--- src/rtl/bcd7_scan_pkg.sv ---
// bcd7_scan_pkg: shared types, constants and the leading-zero mask helper for bcd7_scan_ctrl.
package bcd7_scan_pkg;

    typedef enum logic [1:0] {IDLE, BLANK, SHOW} state_t;

    localparam int BCD_W = 4;
    localparam logic [BCD_W-1:0] BCD_MAX = 4'd9;

    // Bit i set when digit i is a leading zero to hide: it and every higher
    // digit below n are zero. Digit 0 is never masked so a zero value still shows.
    function automatic logic [7:0] lz_mask(input logic [31:0] act, input int n, input logic lz_en);
        logic all_zero;
        lz_mask = '0;
        all_zero = 1'b1;
        for (int i = 7; i >= 1; i--) begin
            if (i < n) begin
                all_zero = all_zero && (act[BCD_W*i +: BCD_W] == '0);
                lz_mask[i] = lz_en && all_zero;
            end
        end
    endfunction

endpackage

--- src/rtl/bcd7_scan_timer.sv ---
// bcd7_scan_timer: reloadable down-counter with a one-cycle expire pulse.
//   clk, rst_n : clock, async active-low reset
//   start      : load count and begin counting
//   count      : cycles to run minus one
//   expire     : high in the last cycle of the loaded interval
module bcd7_scan_timer #(
    parameter int W = 4
) (
    input  logic         clk,
    input  logic         rst_n,
    input  logic         start,
    input  logic [W-1:0] count,
    output logic         expire
);

    logic [W-1:0] cnt;
    logic         busy;

    assign expire = busy && cnt == '0;

    always_ff @(posedge clk or negedge rst_n) begin
        if (!rst_n) begin
            cnt  <= '0;
            busy <= 1'b0;
        end else if (start) begin
            cnt  <= count;
            busy <= 1'b1;
        end else if (expire) begin
            busy <= 1'b0;
        end else if (busy) begin
            cnt <= cnt - 1'b1;
        end
    end

endmodule

--- src/rtl/bcd7_scan_ctrl.sv ---
// bcd7_scan_ctrl: multiplexes packed BCD digits through one shared 7-segment decoder.
//   clk, rst_n  : clock, async active-low reset
//   en          : scan enable (level)
//   load        : strobe capturing digits_in into the pending register
//   digits_in   : packed BCD, digit 0 rightmost
//   lz_en       : leading-zero suppression enable
//   q           : BCD code to the decoder
//   dig_en      : one-hot-or-zero digit enables
//   frame_done  : pulse at the end of each full scan
//   bad_code    : sticky flag for a scanned code above 9
module bcd7_scan_ctrl
    import bcd7_scan_pkg::*;
#(
    parameter int NUM_DIGITS   = 4,
    parameter int PRESCALE     = 1000,
    parameter int BLANK_CYCLES = 2
) (
    input  logic                        clk,
    input  logic                        rst_n,
    input  logic                        en,
    input  logic                        load,
    input  logic [BCD_W*NUM_DIGITS-1:0] digits_in,
    input  logic                        lz_en,
    output logic [BCD_W-1:0]            q,
    output logic [NUM_DIGITS-1:0]       dig_en,
    output logic                        frame_done,
    output logic                        bad_code
);

    localparam int DW = BCD_W * NUM_DIGITS;
    localparam int IW = $clog2(NUM_DIGITS);
    localparam int TW = $clog2((PRESCALE > BLANK_CYCLES ? PRESCALE : BLANK_CYCLES) + 1);
    localparam logic [TW-1:0] SHOW_CNT  = TW'(PRESCALE - 1);
    localparam logic [TW-1:0] FIRST_CNT = BLANK_CYCLES > 0 ? TW'(BLANK_CYCLES - 1) : SHOW_CNT;
    localparam state_t        FIRST     = BLANK_CYCLES > 0 ? BLANK : SHOW;
    localparam logic [IW-1:0] LAST      = IW'(NUM_DIGITS - 1);

    state_t            state, state_n;
    logic [IW-1:0]     idx, idx_n;
    logic [DW-1:0]     pending, active, active_n;
    logic              start, expire, frame, take;
    logic [TW-1:0]     count;
    logic [BCD_W-1:0]  code_n;
    logic [7:0]        zmask;

    bcd7_scan_timer #(.W(TW)) u_timer (
        .clk    (clk),
        .rst_n  (rst_n),
        .start  (start),
        .count  (count),
        .expire (expire)
    );

    always_comb begin
        state_n = state;
        idx_n   = idx;
        start   = 1'b0;
        count   = FIRST_CNT;
        frame   = 1'b0;
        take    = 1'b0;
        case (state)
            IDLE: begin
                if (en) begin
                    state_n = FIRST;
                    idx_n   = '0;
                    start   = 1'b1;
                    take    = 1'b1;
                end
            end
            BLANK: begin
                if (!en) begin
                    state_n = IDLE;
                    idx_n   = '0;
                end else if (expire) begin
                    state_n = SHOW;
                    start   = 1'b1;
                    count   = SHOW_CNT;
                end
            end
            SHOW: begin
                if (!en) begin
                    state_n = IDLE;
                    idx_n   = '0;
                end else if (expire) begin
                    state_n = FIRST;
                    start   = 1'b1;
                    frame   = idx == LAST;
                    take    = idx == LAST;
                    idx_n   = idx == LAST ? '0 : idx + 1'b1;
                end
            end
            default: state_n = IDLE;
        endcase
    end

    // Outputs are registered from the next state, so a load landing on a frame
    // boundary must reach active (and the decoder) in the same edge.
    assign active_n = take ? (load ? digits_in : pending) : active;
    assign zmask    = lz_mask(32'(active_n), NUM_DIGITS, lz_en);
    assign code_n   = active_n[BCD_W*idx_n +: BCD_W];

    always_ff @(posedge clk or negedge rst_n) begin
        if (!rst_n) begin
            state      <= IDLE;
            idx        <= '0;
            pending    <= '0;
            active     <= '0;
            q          <= '0;
            dig_en     <= '0;
            frame_done <= 1'b0;
            bad_code   <= 1'b0;
        end else begin
            state      <= state_n;
            idx        <= idx_n;
            active     <= active_n;
            frame_done <= frame;
            if (load) pending <= digits_in;
            q          <= state_n == IDLE ? '0 : code_n;
            dig_en     <= (state_n == SHOW && code_n <= BCD_MAX && !zmask[idx_n]) ? NUM_DIGITS'(1) << idx_n : '0;
            bad_code   <= bad_code | (state_n == SHOW && code_n > BCD_MAX);
        end
    end

endmodule
--- config.mk ---
export PLATFORM = sky130hd
export DESIGN_NAME = bcd7_scan_ctrl
export DESIGN_NICKNAME = d
export VERILOG_FILES = /design/src/rtl/bcd7_scan_pkg.sv /design/src/rtl/bcd7_scan_timer.sv /design/src/rtl/bcd7_scan_ctrl.sv
export SDC_FILE = /design/constraint.sdc
export NUM_CORES = 1
export LEC_CHECK = 0
export CORE_MARGIN = 2
export CORE_UTILIZATION = 40
export DETAILED_ROUTE_END_ITERATION = 10
export MAX_ROUTING_LAYER = met4
export SLEW_MARGIN = 0
export SYNTH_ARGS = -nofsm -noshare
export SYNTH_HDL_FRONTEND = slang
export SYNTH_HIERARCHICAL = 1
export SYNTH_SLANG_ARGS = --single-unit
--- constraint.sdc ---
create_clock -name clk -period 4.1 [get_ports clk]
set_clock_uncertainty 0.1 [all_clocks]
set_input_delay 0.82 -clock clk [delete_from_list [all_inputs] [get_ports clk]]
set_output_delay 0.82 -clock clk [all_outputs]
set_load 0.1 [all_outputs]
# Yosys cells after proc, flatten, opt, wreduce, memory -nomap -nowiden
# Index checks and enable logic that the tools add are counted.
dict set report classes {
  n_addsub 2
  multipliers 0
  n_div 0
  n_lt_le_gt_ge 3
  n_eq_ne 5
  shifts 2
  muxes 34
  bitwise_logic 1
  n_reduce_logical 20
}
# cell count
set ops {}
lappend ops {{10-bit two-way mux} 6}
lappend ops {{16-bit two-way mux} 2}
lappend ops {{2-bit two-way mux} 10}
lappend ops {{16-bit by 5-bit variable part select with 4-bit output} 1}
lappend ops {{4-bit zero test} 3}
lappend ops {{2-bit one-hot mux with 3 select lines} 2}
lappend ops {{10-bit zero test} 1}
lappend ops {{10-bit by 1-bit subtractor with 10-bit output, second input constant} 1}
lappend ops {{1-bit logical AND} 9}
lappend ops {{1-bit two-way mux} 9}
lappend ops {{4-bit two-way mux} 2}
lappend ops {{2-bit equality test, second input constant} 3}
lappend ops {{4-bit > comparator, second input constant} 1}
lappend ops {{4-bit less-or-equal comparator, second input constant} 1}
lappend ops {{2-bit zero test} 2}
lappend ops {{2-bit by 4-bit < comparator with 1-bit output, second input constant} 1}
lappend ops {{1-bit one-hot mux with 2 select lines} 2}
lappend ops {{2-bit nonzero test} 2}
lappend ops {{1-bit by 2-bit << shifter with 4-bit output, first input constant} 1}
lappend ops {{2-bit by 1-bit adder with 2-bit output, second input constant} 1}
lappend ops {{1-bit binary-select mux with 2-bit select} 1}
lappend ops {{2-bit by 1-bit equality test with 1-bit output, second input constant} 1}
lappend ops {{2-bit != test, second input constant} 1}
lappend ops {{2-bit AND reduction} 1}
lappend ops {{other kinds (3)} 3}
dict set report word_totals {
  regBits 57
  latch_bits 0
  mem_bits_rw 0
  mem_bits_ro 0
  in_bits 21
  output_inout_bits 10
  wordCells 77
  memories 0
}

# Depth between registers and ports, before layout
# Gate-level depths: netlist (run 1).
dict set report depth {
  ltp_word 15
  depth_mapped 11
  depth_no_buf 10
}

# Modules after synthesis
# Netlist (run 1), hierarchy kept.
# mod n_inst cells_each area_per_inst_um2 seq_area_each_um2
set modules_own_cells {}
lappend modules_own_cells {bcd7_scan_ctrl 1 167 2139.6 1151.1}
lappend modules_own_cells {bcd7_scan_timer 1 77 709.4 275.3}

# Worst setup path before layout (run 1)
# OpenSTA, ideal clock, no wires.
dict set report synth_path {
  path_type {register -> register}
  start {reg u_timer.cnt[7]}
  end {reg bad_code}
  setup_ns 0.070
  t_arrival_ns 3.015
  required_time_ns 3.930
  slack_ns 0.915
  stages_incl_launch_ff 9
  path_buffers 0
  period_less_slack_ns 3.185
  path_cell_list {dfrtp_1 -> nor4_4 -> nand2_1 -> nor3_1 -> a41oi_1 -> a41oi_4 -> mux4_2 -> a21oi_2 -> a31o_1}
}
dict set report synth_between {
  elab_cells_between_ends 19
  cone_classes {order compare (1); eq/ne (1); shift (1); mux (12); bitwise (1); reduce/logical (3)}
}
# element line
set synth_lines {}
lappend synth_lines {{start: declaration} bcd7_scan_timer.sv:16} ;# logic [W-1:0] cnt;
lappend synth_lines {{start signal: assignment} bcd7_scan_timer.sv:26} ;# cnt <= count;
lappend synth_lines {{start signal: assignment} bcd7_scan_timer.sv:31} ;# cnt <= cnt - 1'b1;
lappend synth_lines {{10-bit zero test} bcd7_scan_timer.sv:19} ;# assign expire = busy && cnt == '0;
lappend synth_lines {{1-bit logical AND} bcd7_scan_timer.sv:19}
lappend synth_lines {{via expire} bcd7_scan_ctrl.sv:41} ;# logic start, expire, frame, take;
lappend synth_lines {{2-bit two-way mux} bcd7_scan_ctrl.sv:84} ;# end else if (expire) begin
lappend synth_lines {{2-bit two-way mux} bcd7_scan_ctrl.sv:81} ;# if (!en) begin
lappend synth_lines {{2-bit one-hot mux with 3 select lines} bcd7_scan_ctrl.sv:61} ;# case (state)
lappend synth_lines {{via idx_n[0]} bcd7_scan_ctrl.sv:39} ;# logic [IW-1:0] idx, idx_n;
lappend synth_lines {{16-bit by 5-bit variable part select with 4-bit output} bcd7_scan_ctrl.sv:100} ;# assign code_n = active_n[BCD_W*idx_n +: BCD_W];
lappend synth_lines {{4-bit > comparator} bcd7_scan_ctrl.sv:120} ;# bad_code <= bad_code | (state_n == SHOW && code_n > BCD_MAX);
lappend synth_lines {{1-bit logical AND} bcd7_scan_ctrl.sv:120}
lappend synth_lines {{1-bit OR} bcd7_scan_ctrl.sv:120}
lappend synth_lines {{end signal: assignment} bcd7_scan_ctrl.sv:120}
lappend synth_lines {{end: declaration} bcd7_scan_ctrl.sv:27} ;# output logic bad_code
# The timed path passes the listed nets, and every way through them passes these cells.
# A chain may end at the register's enable or synchronous reset.

# Worst setup path after layout (run 1)
dict set report layout_path {
  start {reg u_timer.cnt[7]}
  end {reg dig_en[3]}
}
dict set report layout_between {
  elab_chain_cells 15
  elab_cells_between_ends 32
  cone_classes {order compare (1); eq/ne (1); shift (2); mux (15); reduce/logical (13)}
}
# element line
set layout_rtl {}
lappend layout_rtl {{10-bit zero test *} bcd7_scan_timer.sv:19}
lappend layout_rtl {{1-bit logical AND *} bcd7_scan_timer.sv:19}
lappend layout_rtl {{via expire} bcd7_scan_ctrl.sv:41}
lappend layout_rtl {{branches (longest 12 deep; another with 4-bit less-or-equal comparator)} --}
lappend layout_rtl {{4-bit two-way mux *} bcd7_scan_ctrl.sv:119} ;# dig_en <= (state_n == SHOW && code_n <= BCD_MAX && !zmask[idx_n]) ? NUM_DIGITS'(1) << idx_n : '0;
lappend layout_rtl {{end signal: assignment} bcd7_scan_ctrl.sv:119}
lappend layout_rtl {{end: declaration} bcd7_scan_ctrl.sv:25} ;# output logic [NUM_DIGITS-1:0] dig_en,
# Mark *: on every way through the listed nets, which the timed path passes. The select of a mux whose other input is x is not followed.

==> flow_summary.json, run 1 <==
{
  "p_leak_nw": 1.53,
  "yosys.area_share.adder_pct": 2.64,
  "arrival_ns": 3.45,
  "pwr_density_cell_nw_per_um2": 649,
  "dieArea_sq_um": 7810,
  "synth-simple-area-share_pct": 15.2,
  "gr-usage-all-layers_pct": 16.8,
  "final_layout_size_suffix_gt1_share_pct": 20.3,
  "period_share_pct": 81.6,
  "final_max_slew_viol_count": 0,
  "status": "finished clean",
  "hp-class": "in -> async",
  "core_sq_um": 6830,
  "nets": 312,
  "cts-root-buf": "clkbuf_8",
  "cp-start-kind": "flop",
  "combPwrFrac_pct": 40.5,
  "internal_power_mw": 1.37,
  "vias": 1927,
  "placed_area_sq_um": 3260,
  "fin_area_sq_um": 3450,
  "globalRouteOverflowTotal": 0,
  "yosysSeqAreaShare_pct": 50.1,
  "synth_edf_count": 0,
  "cts_buffers": 9,
  "netlist_area_sq_um": 2850,
  "clk_latency_ns": 0.34,
  "cpMostUsedCell": "buf_4",
  "peakVddDrop_mv": 0.301,
  "path_clk_slew_ns": 0.07,
  "clock_power_share_pct": 22.1,
  "ys_warn_count": 6,
  "viasPerCell": 4.99,
  "relSlewSlack_pct": 34.3,
  "dp_hpwl_mm": 4.14,
  "synth_top_area_share_pct": 50.1,
  "swShare_pct": 38.8,
  "wl_per_cell_um": 14.4,
  "holdWs_ns": 0.314,
  "grt_max_degree": 40,
  "timing.fmax_mhz": 299,
  "n_antenna_cell": 0,
  "grt_pass1_wl_mm": 9.51,
  "worstSetupEndpointType": "flop",
  "r2r_slack_ns": 0.75,
  "holdBufCountCts": 0,
  "muxShareOfSynthArea_pct": 16.6,
  "synthArstFlopShare_pct": 100,
  "ys_types": 56,
  "synthXorXnorAreaFrac_pct": 0.307,
  "total_power_mw": 2.24,
  "post_cts_buffers": 0,
  "grt_pass1_vias": 1995,
  "fp.dieH_um": 88.4,
  "cap_violations": 0,
  "dr.pass1.iters": 4,
  "final_common_cell": "dfrtp_1",
  "synth.ff_latch_count": 57,
  "clockBufferDepth": 2,
  "syn_avg_cell_area_sq_um": 11.7,
  "drcViolationCount": 0,
  "cts_resized": 0,
  "synthTopCellsByArea": "dfrtp_1 (50%), mux2_2 (6.7%), mux2i_1 (6.0%)",
  "crit_type": "reg -> reg",
  "cp_max_fo": 21,
  "antenna_left": 0,
  "p_sw_mw": 0.869,
  "synth_compound_area_share_pct": 9.84,
  "tightest_slew_ns": 0.983,
  "routabilityCongestion": 0.785,
  "drtIter0Drc": 120,
  "io_buffer_count": 30,
  "gr-usage-met1_pct": 19.9,
  "crit_chain": "nor4_4 > nand2_1 > nor3_1 > buf_4 > and4_4 > a21oi_4 > buf_4 > mux2i_1 > mux4_2 > a21oi_2 > nor4_1",
  "r2r-start": "u_timer/cnt[7]$_DFFE_PN0P_",
  "die_w_um": 88.4,
  "use_met3_pct": 6.25,
  "initial_core_util_pct": 41.7,
  "slowest_delay_ns": 0.52,
  "r2r_end": "dig_en[3]$_DFF_PN0_",
  "antenna_found_initial": 0,
  "fin_setup_tns_ns": 0,
  "synth_top_family_by_area": "multiplexers",
  "synth.largest_area_cell": "dfrtp_1",
  "rows": 30,
  "cts.sinks": 57,
  "area_delta_synth_final_pct": 21.3,
  "rr_worst_depth": 11,
  "cts_tree": "yes",
  "ios": 31,
  "finalWirelength_mm": 5.57,
  "finalHoldViolCount": 0,
  "mostFrequentLayoutCells": "dfrtp_1 (57), clkdlybuf4s50_1 (29), inv_1 (23)",
  "gr-usage-met2_pct": 26.8,
  "crit_slowest_cell": "mux4_2",
  "cp.required_ns": 4.20,
  "busiest_layer": "met2",
  "htree_num_levels": 3,
  "seq_power_share_pct": 37.4,
  "syn_inst": 244,
  "setup_viol": 0,
  "min_period_ns": 3.35,
  "rsz0062_at_grt": "no",
  "synth_top_flop_cell": "dfrtp_1"
}
==> worst max-delay path, delay by kind of cell, from the launching register on <==
| kind | cells | cell delay (ns) |
|---|---|---|
| buf+inv | 2 | 0.44 |
| compound gates | 2 | 0.29 |
| simple gates | 5 | 1.21 |
| flops | 1 | 0.46 |
| mux | 2 | 0.69 |
==> cell type report <==
type | count | area [sq um]
Clock inverter | 2 | 10.0
Sequential cell | 57 | 1430
Multi-Input combinational cell | 158 | 1290
Clock buffer | 14 | 183
Inverter | 23 | 86.3
Tap cell | 96 | 120
Fill cell | 628 | 3380
Timing Repair Buffer | 36 | 340
==> sequential cells by signal (all words and copies together) (netlist names), 2 cells and up <==
signal,cells
dig_en,4
active,16
q,4
state,2
u_timer/cnt,10
pending,16
idx,2
==> layer usage <==
| layer | part of all wire, % | wire [um] |
|---|---|---|
| met5 | 0 | 0 |
| met4 | 1.3 | 70 |
| met3 | 4.0 | 220 |
| met2 | 48 | 2700 |
| met1 | 46 | 2580 |
==> stage by stage <==
step	util, %	setup WS, ns	instances
2_1_floorplan	-	0.915	245
3_3_place_gp	47.7	0.679	370
3_5_place_dp	47.7	0.642	370
4_1_cts	50.6	0.759	386
5_1_grt	50.6	0.542	386
6_report	50.6	0.754	386
==> worst max-delay path by stage <==
stage	from	end	slack, ns	cells after the start
after floorplan	u_timer/cnt[7]$_DFFE_PN0P_	bad_code$_DFF_PN0_	0.91	8
after global placement	load	dig_en[1]$_DFF_PN0_	0.68	7
after detailed placement	load	dig_en[3]$_DFF_PN0_	0.64	7
after CTS	u_timer/cnt[7]$_DFFE_PN0P_	dig_en[2]$_DFF_PN0_	0.76	11
after global routing	u_timer/cnt[7]$_DFFE_PN0P_	dig_en[0]$_DFF_PN0_	0.54	9
final	u_timer/cnt[7]$_DFFE_PN0P_	dig_en[3]$_DFF_PN0_	0.75	11
==> Yosys cell counts (3+ instances only) <==
| library cell | count |
|---|---|
| nand2_1 | 17 |
| nand2b_1 | 3 |
| ha_1 | 6 |
| mux2i_1 | 17 |
| a21oi_1 | 11 |
| mux2_2 | 17 |
| nor2_1 | 13 |
| nor3_1 | 3 |
| nand3_1 | 3 |
| nor4_1 | 9 |
| dfrtp_1 | 57 |
| o21ai_1 | 4 |
| inv_1 | 23 |
| nor2b_1 | 3 |
| mux4_2 | 4 |
| o21ai_0 | 4 |
==> cell families (layout without fill, tap and decap cells) <==
kind of cell	count (synthesis)	after routing
fa+ha+maj	6	6
flops	57	57
other cells	2	3
mux	40	40
simple gates	70	70
compound gates	38	38
buf+inv	30	75
xor+xnor	1	1
==> power groups by stage <==
stage	clock (mW)	combinational (mW)	sequential, mW
2_1_floorplan	0	0.588	0.955
3_3_place_gp	0	0.898	0.849
3_5_place_dp	0	0.914	0.850
6_report	0.494	0.907	0.839
4_1_cts	0.510	0.917	0.840
5_1_grt	0.533	1.00	0.859
No activity file was read; power rests on OpenSTA's default activity.
==> inputs of run 2 (changes only) <==
Clock period 4.1 ns to 3 ns, I/O delays scaled along.
==> flow_summary.json, run 2 (synthesized netlist as in run 1, its figures left out) <==
{
  "r2r_slack_ns": 0.14,
  "rr_worst_depth": 8,
  "htree_num_levels": 3,
  "status": "finished clean",
  "p_leak_nw": 1.62,
  "placed_area_sq_um": 3370,
  "timing.fmax_mhz": 350,
  "nets": 328,
  "total_power_mw": 3.13,
  "path_clk_slew_ns": 0.07,
  "ios": 31,
  "clk_latency_ns": 0.33,
  "vias": 2020,
  "final_layout_size_suffix_gt1_share_pct": 28.1,
  "fp.dieH_um": 88.4,
  "cp-start-kind": "flop",
  "drcViolationCount": 0,
  "gr-usage-all-layers_pct": 17.8,
  "antenna_left": 0,
  "cts.sinks": 57,
  "cap_violations": 0,
  "grt_pass1_wl_mm": 10.0,
  "pre_cts_slack_ns": -0.205,
  "fin_setup_tns_ns": 0,
  "pwr_density_cell_nw_per_um2": 878,
  "dp_hpwl_mm": 4.29,
  "hp-class": "in -> async",
  "gr-usage-met1_pct": 23.3,
  "cp.required_ns": 3.16,
  "dieArea_sq_um": 7810,
  "routabilityCongestion": 0.807,
  "gr-usage-met2_pct": 26.7,
  "initial_core_util_pct": 41.7,
  "top_regs": "active (16), pending (16), u_timer/cnt (10)",
  "nFillCells": 636,
  "fin_cells": 402,
  "r2r-start": "u_timer/cnt[2]$_DFFE_PN0P_",
  "use_met3_pct": 4.29,
  "setup_viol": 0,
  "tightest_slew_ns": 0.670,
  "arrival_ns": 3.03,
  "globalRouteOverflowTotal": 0,
  "mostFrequentLayoutCells": "dfrtp_1 (57), buf_4 (29), inv_1 (23)",
  "register_area_sq_um": 1430,
  "final_common_cell": "dfrtp_1",
  "finalHoldViolCount": 0,
  "drtIter0Drc": 71,
  "holdWs_ns": 0.164,
  "n_antenna_cell": 0,
  "antenna_found_initial": 0,
  "fin_ws_ns": 0.139,
  "finalWirelength_mm": 6.08,
  "grt_max_degree": 58,
  "multi_input_area_sq_um": 1310,
  "relSlewSlack_pct": 54.7,
  "rows": 30,
  "die_w_um": 88.4,
  "grt_pass1_vias": 2054,
  "min_period_ns": 2.86,
  "cts_buffers": 9,
  "cts_tree": "yes",
  "wl_per_cell_um": 15.1,
  "worstSetupEndpointType": "flop",
  "placedCellCount": 384,
  "crit_type": "reg -> reg",
  "dr.pass1.iters": 4,
  "area_delta_synth_final_pct": 25.2,
  "period_share_pct": 95.4,
  "cp_max_fo": 5,
  "busiest_layer": "met2",
  "io_buffer_count": 30,
  "core_sq_um": 6830,
  "fin_util_pct": 52.2,
  "viasPerCell": 5.02,
  "cts-root-buf": "clkbuf_8",
  "final_max_slew_viol_count": 0,
  "clockBufferDepth": 2,
  "fin_area_sq_um": 3570,
  "r2r_end": "bad_code$_DFF_PN0_",
  "peakVddDrop_mv": 0.471
}
## run 2: cell count changes in the layout (fill, tap and decap cells not counted), sizes merged, moves of 2 or more
| cell | delta |
|---|---|
| clkbuf | -4 |
| buf | +25 |
| clkdlybuf4s50 | -10 |
| clkinv | +2 |
## run 2: critical path: stages, from the launching register on
cell and delay, ns:
dfrtp_1 0.38, or3_4 0.44, nor3_2 0.24, buf_4 0.18
a41oi_1 0.17, a41oi_4 0.30, mux4_2 0.59, a21oi_4 0.23
a31o_1 0.17
## run 2: worst max path at each step
| stage | from | endpoint | slack [ns] | cells past startpoint |
|---|---|---|---|---|
| floorplan | u_timer/cnt[7]$_DFFE_PN0P_ | bad_code$_DFF_PN0_ | 0.0004 | 8 |
| global placement | en | bad_code$_DFF_PN0_ | -0.17 | 7 |
| detailed placement | en | bad_code$_DFF_PN0_ | -0.20 | 7 |
| CTS | u_timer/cnt[6]$_DFFE_PN0P_ | bad_code$_DFF_PN0_ | 0.04 | 9 |
| global route | u_timer/cnt[7]$_DFFE_PN0P_ | bad_code$_DFF_PN0_ | -0.001 | 9 |
| finish | u_timer/cnt[2]$_DFFE_PN0P_ | bad_code$_DFF_PN0_ | 0.14 | 8 |
## run 2: repair_timing
item,in CTS,in global routing
hold buffers,0,0
buffers inserted,0,1
cloned,1,0
pin swaps,0,2
setup endpoints to repair,3,5
gates resized for setup,0,1
## run 2: layout make-up
class                   count  area share, %
inverters                  23           2.42
multi-input cells         159           36.7
repair buffers             51           12.7
clock inverters             6           1.23
well taps                  96           3.37
clock buffers              10           3.58
flip-flops and latches     57           40.0
## run 2: where the power goes
group	switching [mW]	internal [mW]	leakage, nW	total (mW)
Sequential	0.134	0.991	0.703	1.13
Combinational	0.822	0.570	0.835	1.39
Clock	0.314	0.302	0.0866	0.615
Total	1.27	1.86	1.62	3.13
## run 2: layer usage
metal	up-vias	wire [um]
met2	40	2900
li1	987	-
met1	985	2900
met4	0	111
met5	-	0
met3	8	170
==> inputs of run 3 (changes only) <==
Settings changed: ABC_AREA set to 1, CTS_CLUSTER_DIAMETER set to 150.
==> flow_summary.json, run 3 <==
{
  "status": "finished clean",
  "register_area_sq_um": 1430,
  "clockBufferDepth": 2,
  "synth_top_area_share_pct": 46.3,
  "p_leak_nw": 1.93,
  "cts.sinks": 57,
  "netlist_area_sq_um": 3080,
  "io_buffer_count": 30,
  "htree_num_levels": 3,
  "syn_inst": 390,
  "wl_met1_mm": 3.25,
  "vias": 2500,
  "min_period_ns": 2.67,
  "routabilityCongestion": 0.883,
  "synthArstFlopShare_pct": 100,
  "drcViolationCount": 0,
  "relSlewSlack_pct": 52.8,
  "cts_tree": "yes",
  "drtIter0Drc": 111,
  "fin_area_sq_um": 3710,
  "final_max_slew_viol_count": 0,
  "ys_types": 29,
  "globalRouteOverflowTotal": 0,
  "clk_latency_ns": 0.33,
  "dieArea_sq_um": 8420,
  "ios": 31,
  "antenna_found_initial": 0,
  "met2_length_mm": 2.78,
  "synthTopCellsByArea": "dfrtp_1 (46%), nand2_1 (13%), nand3_1 (6.3%)",
  "fp.dieH_um": 91.8,
  "timing.fmax_mhz": 375,
  "holdBufCountCts": 0,
  "syn_avg_cell_area_sq_um": 7.90,
  "synth_top_flop_cell": "dfrtp_1",
  "fin_setup_tns_ns": 0,
  "finalHoldViolCount": 0,
  "pwr_density_cell_nw_per_um2": 913,
  "die_w_um": 91.8,
  "pre_cts_slack_ns": 0.186,
  "initial_core_util_pct": 40.5,
  "dr.pass1.iters": 4,
  "total_power_mw": 3.38,
  "nFillCells": 736,
  "final_layout_size_suffix_gt1_share_pct": 19.3,
  "multi_input_area_sq_um": 1380,
  "mostFrequentLayoutCells": "nand2_1 (105), dfrtp_1 (57), inv_1 (52)",
  "tightest_slew_ns": 0.708,
  "crit_type": "reg -> reg",
  "dp_hpwl_mm": 4.50,
  "gr-usage-all-layers_pct": 17.1,
  "core_sq_um": 7610,
  "grt_pass1_wl_mm": 11.1,
  "cp-start-kind": "flop",
  "final_common_cell": "nand2_1",
  "antenna_left": 0,
  "hp-class": "in -> async",
  "cts-root-buf": "clkbuf_8",
  "finalWirelength_mm": 6.39,
  "synth.ff_latch_count": 57,
  "arrival_ns": 2.80,
  "grt_max_degree": 58,
  "placed_area_sq_um": 3460,
  "nets": 457,
  "synth_most_common_cell": "nand2_1",
  "yosysSeqAreaShare_pct": 46.3,
  "path_clk_slew_ns": 0.07,
  "grt_pass1_vias": 2322,
  "path_buf_inv": 3,
  "crit_chain": "inv_1 > ha_2 > nand2_4 > nor2_4 > nand3_4 > nor2_1 > buf_4 > nand2_2 > o21ai_4 > buf_4 > nand2_1 > nand2_2 > o21ai_0 > nor2_1 > nand2_2 > nand3_2 > nor2_1",
  "synth_common_cells": "nand2_1 (105), dfrtp_1 (57), inv_1 (52), nand3_1 (39), nor2_1 (36)",
  "cap_violations": 0,
  "cp_max_fo": 11,
  "critPathTopFamily": "simple AND/OR/NAND/NOR gates",
  "period_share_pct": 88.9,
  "wl_per_cell_um": 11.9,
  "crit_slowest_cell": "dfrtp_1",
  "wl_met3_um": 226,
  "cp.required_ns": 3.13,
  "holdWs_ns": 0.296,
  "ys_warn_count": 6,
  "synth_edf_count": 0,
  "slowest_delay_ns": 0.38,
  "synth.largest_area_cell": "dfrtp_1",
  "top_layer": "met4",
  "rows": 32,
  "peakVddDrop_mv": 0.719,
  "cts_buffers": 9,
  "setup_viol": 0,
  "fin_ws_ns": 0.332,
  "area_delta_synth_final_pct": 20.3,
  "worstSetupEndpointType": "flop",
  "top_regs": "active (16), pending (16), u_timer/cnt (10)",
  "n_antenna_cell": 0,
  "viasPerCell": 4.66,
  "rsz0062_at_grt": "no"
}
run 3: cell count changes after synthesis, moves of 16 or more:
cell,delta
o21ai_0,+21
mux2i_1,-17
nand2_1,+88
inv_1,+29
nor2_1,+23
nand3_1,+36
mux2_2,-16
nand2_2,+16
run 3: layout make-up:
| class | instances | area share (%) |
|---|---|---|
| Clock inverter | 7 | 2.53 |
| Timing Repair Buffer | 39 | 9.12 |
| Inverter | 57 | 5.84 |
| Tap cell | 102 | 3.44 |
| Sequential cell | 57 | 38.5 |
| Multi-Input combinational cell | 266 | 37.2 |
| Clock buffer | 9 | 3.34 |
run 3: worst paths after layout:
check	startpoint	to	slack [ns]	depth (start not counted)
max	u_timer/cnt[0]$_DFFE_PN0P_	dig_en[0]$_DFF_PN0_	0.33	17
min	rst_n	u_timer/cnt[5]$_DFFE_PN0P_	0.30	2
max reg2reg	u_timer/cnt[0]$_DFFE_PN0P_	dig_en[0]$_DFF_PN0_	0.33	17
min reg2reg	bad_code$_DFF_PN0_	bad_code$_DFF_PN0_	0.40	1
max in group asynchronous	rst_n	q[1]$_DFF_PN0_	2.03	2
min in group clk	bad_code$_DFF_PN0_	bad_code$_DFF_PN0_	0.40	1
run 3: kinds of logic after synthesis:
kind of cell / Yosys count / share of synthesized area (%)
adder cells (fa/ha/maj): 6 / 2.44
other: 2 / 0.244
buffers and inverters: 68 / 9.54
flip-flops: 57 / 46.3
AO/OA/AOI/OAI: 42 / 8.61
multiplexers: 1 / 0.365
AND/OR/NAND/NOR: 214 / 32.5
run 3: routing by layer:
metal / up-vias / track usage [%]
met3: 11 / 3.20
met4: 0 / 8.58
met5: - / -
li1: 1296 / -
met2: 40 / 23.5
met1: 1153 / 24.3
run 3: worst register-to-register path: stages (launching register included):
cell and delay (ns):
dfrtp_1 0.38, inv_1 0.11, ha_2 0.22, nand2_4 0.07, nor2_4 0.14, nand3_4 0.10, nor2_1 0.11, buf_4 0.17
nand2_2 0.08, o21ai_4 0.22, buf_4 0.22, nand2_1 0.09, nand2_2 0.10, o21ai_0 0.12, nor2_1 0.13, nand2_2 0.09
nand3_2 0.09, nor2_1 0.05
run 3: what timing repair did:
item                       CTS  global route
setup endpoints to repair    0             4
buffers inserted             0             2
resized for setup            0             5
run 3: power by group:
part	switching (mW)	total, mW	internal [mW]
clock network	0.327	0.794	0.467
logic	1.01	1.48	0.470
registers	0.113	1.11	0.999
run 3: per-stage QoR:
step / util (%) / instances
final: 48.7 / 537
after global routing: 48.7 / 537
after CTS: 48.3 / 535
after detailed placement: 45.4 / 519
after global placement: 45.4 / 519
after floorplan: - / 391
